`src/rtl/count_display_mux.sv`:
```
// Four-digit common-anode hex display scanner for a 16-bit count.
// The count is captured once per frame so a scan never mixes two values.
module count_display_mux #(
    parameter int PRESCALE = 4,
    parameter bit LZ_BLANK = 1'b1
) (
    input  logic        clk,
    input  logic        reset,
    input  logic [15:0] count_in,
    input  logic        freeze,
    output logic [3:0]  an_n,
    output logic [6:0]  seg_n,
    output logic        dp_n,
    output logic        frame_done
);

    localparam int PW = (PRESCALE > 2) ? $clog2(PRESCALE) : 1;
    localparam logic [PW-1:0] P_LAST = PW'(PRESCALE - 1);

    logic [PW-1:0] p_reg;
    logic [1:0]    d_reg;
    logic [15:0]   snap_reg;
    logic          frame_done_reg;

    logic [3:0] nib_arr [4];
    logic [3:0] zero_above;
    logic [3:0] nib;
    logic       blank;
    logic       lit;

    always_ff @(posedge clk or posedge reset) begin
        if (reset) begin
            p_reg          <= '0;
            d_reg          <= 2'd0;
            snap_reg       <= 16'h0000;
            frame_done_reg <= 1'b0;
        end else begin
            frame_done_reg <= 1'b0;
            if (p_reg == P_LAST) begin
                p_reg <= '0;
                d_reg <= d_reg + 2'd1;
                // Last slot of digit 3 closes the frame: reload the snapshot.
                if (d_reg == 2'd3) begin
                    frame_done_reg <= 1'b1;
                    if (!freeze) begin
                        snap_reg <= count_in;
                    end
                end
            end else begin
                p_reg <= p_reg + PW'(1);
            end
        end
    end

    // zero_above[k] means digit k and everything more significant is zero.
    genvar gi;
    generate
        for (gi = 0; gi < 4; gi++) begin : g_digit
            assign nib_arr[gi]    = snap_reg[4*gi +: 4];
            assign zero_above[gi] = (snap_reg[15:4*gi] == '0);
        end
    endgenerate

    function automatic logic [6:0] hex7(input logic [3:0] v);
        logic [6:0] s;
        case (v)
            4'h0: s = 7'h40;
            4'h1: s = 7'h79;
            4'h2: s = 7'h24;
            4'h3: s = 7'h30;
            4'h4: s = 7'h19;
            4'h5: s = 7'h12;
            4'h6: s = 7'h02;
            4'h7: s = 7'h78;
            4'h8: s = 7'h00;
            4'h9: s = 7'h10;
            4'hA: s = 7'h08;
            4'hB: s = 7'h03;
            4'hC: s = 7'h46;
            4'hD: s = 7'h21;
            4'hE: s = 7'h06;
            default: s = 7'h0E;
        endcase
        return s;
    endfunction

    always_comb begin
        nib   = nib_arr[d_reg];
        blank = LZ_BLANK && (d_reg != 2'd0) && zero_above[d_reg];
        // Slot's first cycle is dark so the anode switch never ghosts.
        lit   = (p_reg != '0) && !blank;
        an_n  = lit ? ~(4'b0001 << d_reg) : 4'b1111;
        seg_n = lit ? hex7(nib) : 7'h7F;
    end

    assign dp_n       = 1'b1;
    assign frame_done = frame_done_reg;

endmodule

```
`config.mk`:
```
export PLATFORM = sky130hd
export DESIGN_NAME = count_display_mux
export DESIGN_NICKNAME = d
export VERILOG_FILES = /design/src/rtl/count_display_mux.sv
export SDC_FILE = /design/constraint.sdc
export NUM_CORES = 1
export LEC_CHECK = 0
export CAP_MARGIN = 20
export CORE_MARGIN = 2
export CORE_UTILIZATION = 29
export CTS_BUF_LIST = sky130_fd_sc_hd__clkbuf_4 sky130_fd_sc_hd__clkbuf_8
export CTS_CLUSTER_DIAMETER = 150
export CTS_CLUSTER_SIZE = 10
export DETAILED_ROUTE_END_ITERATION = 16
export SYNTH_ARGS = -nofsm -noshare
export SYNTH_HDL_FRONTEND = slang
export SYNTH_SLANG_ARGS = --single-unit
export TNS_END_PERCENT = 100
```
`constraint.sdc`:
```
create_clock -name clk -period 6.5 [get_ports clk]
set_clock_uncertainty 0.15 [all_clocks]
set_input_delay 1.95 -clock clk [delete_from_list [all_inputs] [get_ports clk]]
set_output_delay 1.95 -clock clk [all_outputs]
set_load 0.1 [all_outputs]
```
==> results_dict.tcl <==
set metrics [dict create \
    numCtsBuffers 3 \
    synth_seq_cells 21 \
    dr.pass1.iters 4 \
    routed_wl_um 3030 \
    cap_violations 0 \
    synth.cell_area_um2 1420 \
    setup_tns_ps 0 \
    synth.distinct_cells 33 \
    yosys.area.top_type "dfrtp_1" \
    rows 25 \
    min_path_type "reg -> reg" \
    r2r-start "d_reg[0]" \
    synthMuxAreaShare_pct 24.4 \
    synth_edf_count 0 \
    whs_path_depth 1 \
    fin_crit_sh_pct 87.6 \
    cts_root_buf "clkbuf_8" \
    p_leak_nw 0.762 \
    r2r_slack_ps 4230 \
    synth_top_family_by_area "multiplexers" \
    crit_path_end_kind "output pin" \
    drtIter0Drc 31 \
    synth_fa_ha_area_share_pct 10.6 \
    avgSynthCellArea_um2 11.0 \
    nets 188 \
    drive_above_1_share_pct 19.2 \
    cts_setup_buffers 0 \
    ctsResizeCount 0 \
    grt_pass1_vias 1026 \
    whs_endpoint "p_reg[0]" \
    final_util_pct 38.2 \
    whs_ps 316 \
    period_minus_slack_ps 5690 \
    max_freq_mhz 176 \
    syn_inst 129 \
    netlist.area_leader.share_pct 36.9 \
    placed_area_um2 1760 \
    holdBufCountCts 0 \
    synthTopCellsByCount "dfrtp_1, mux2_2, ha_1" \
    die_area_um2 5480 \
    r2r_cells 4 \
    num_antenna_cells 0 \
    largest_reg_flops 16 \
    hold_path.startpoint "p_reg[0]" \
    stdcell_area_um2 1810 \
    htreeDepth 1 \
    grt_pass1_wl_um 5050 \
    hold_violations 0 \
    avgViaCountPerCell 4.66 \
    drtAntennaViolNets 0 \
    synth_ff_type "dfrtp_1" \
    area_growth_pct 26.9 \
    antenna_found_initial 0 \
    rsz0062_at_grt "false" \
    worstPathMaxFanout 14 \
    core_um2 4720 \
    synth-compound-area-share_pct 8.18 \
    clkSlewWorstSetupHoldPaths_ps 70 \
    yosys.cell_count.top_type "dfrtp_1" \
    worstSetupStartpointType "flip-flop" \
    finalSetupViolations 0 \
    grt_max_degree 22 \
    grt_usage_pct 11.7 \
    insertion_delay_ps 250 \
    path_class "reg -> out" \
    worstPathArrival_ps 3590 \
    fin_ws_ps 807 \
    die_y_um 74.0 \
    die_w_um 74.0 \
    status "finished clean" \
    place_ws_ps 1110 \
    start_util_pct 30.1 \
    tightest_slew_ps 967 \
    synth.area.top_cells "dfrtp_1, mux2_2, ha_1" \
    drv_slew 0 \
    synth_xor_area_share_pct 1.85 \
    cts_max_path_buffers 2 \
    drcViolationCount 0 \
    ir_drop_v 0.000118 \
    dp_hpwl_um 2400 \
    power.density_nw_per_um2 199 \
    yosys_warnings 0 \
    grt_remaining_overflow 0 \
    synthSimpleGateAreaFrac_pct 12.8 \
    cp.required_ps 4400 \
    max_slew_margin_pct 35.3 \
    io_buffers 30 \
    clkSinkCount 21 \
    gp_congestion 0.811 \
    synth-seq-area-share_pct 36.9 \
    wl_per_cell_um 13.6 \
    reg2reg_to "snap_reg[2]" \
    io_pins 32 \
    async_flop_share_pct 100 \
    cts_tree "built" \
    vias 1040 \
    syn_nets 160 \
]
-- critical path, stage by stage, from the launching register on --
cell and delay, ps:
dfrtp_1 640, inv_1 230, ha_1 250, or4_1 410, a311oi_1 310, a21oi_2 200, o211ai_1 130, clkdlybuf4s50_1 1160
-- power by group --
group | leakage, nW | switching, mW | internal [mW] | total [mW]
clock network | 0.0255 | 0.0416 | 0.0426 | 0.0842
logic | 0.479 | 0.0812 | 0.0446 | 0.126
registers | 0.257 | 0.0102 | 0.139 | 0.150
total | 0.762 | 0.133 | 0.227 | 0.360
-- cell usage in the layout, fill, tap and decap left out, types with 2 or more instances in the layout --
cell	n
and2_1	2
buf_4	2
clkbuf_8	3
clkdlybuf4s50_1	28
dfrtp_1	21
ha_1	12
inv_1	8
mux2_2	17
mux2i_1	5
mux4_2	4
nand2_1	10
nand2b_1	4
nand3_1	7
nand3b_1	2
nor2_1	5
o211ai_1	3
o21ai_0	2
o21bai_1	2
or4_1	4
xnor2_1	2
-- metal layers --
layer | wire length, µm | GRT usage (%)
met1 | 1400 | 16.1
met2 | 1510 | 19.7
met3 | 117 | 1.63
met4 | 0 | 2.42
met5 | 0 | 0
-- area by class of cell --
type	count	area [µm²]
fill	471	2920
multi-input combinational	93	825
sequential	21	526
timing repair buffer	30	295
tap	67	83.8
clock buffer	3	41.3
inverter	8	30.0
clock inverter	1	5.00
-- logic make-up (layout without fill, tap and decap cells) --
group	count (synthesis)	in the layout
mux	27	27
buf+inv	15	42
xor+xnor	3	3
fa+ha+maj	12	12
simple gates	35	35
flops	21	21
other cells	1	1
compound gates	15	15
-- worst max path at each step --
stage	endpoint	cells past startpoint	slack, ps	start
5_1_grt	seg_n[3]	7	610	d_reg[1]
4_1_cts	seg_n[3]	7	830	d_reg[1]
3_3_place_gp	seg_n[3]	7	1240	d_reg[0]
2_1_floorplan	seg_n[0]	7	1170	d_reg[0]
6_report	seg_n[3]	7	810	d_reg[1]
3_5_place_dp	seg_n[3]	7	1110	d_reg[1]
-- through the flow --
| stage | std cells | power (mW) |
|---|---|---|
| after floorplan | 129 | 0.245 |
| after global placement | 219 | 0.277 |
| after detailed placement | 219 | 0.279 |
| after CTS | 223 | 0.364 |
| after global routing | 223 | 0.378 |
| final | 223 | 0.360 |
Power figures use the tool's default switching activity.
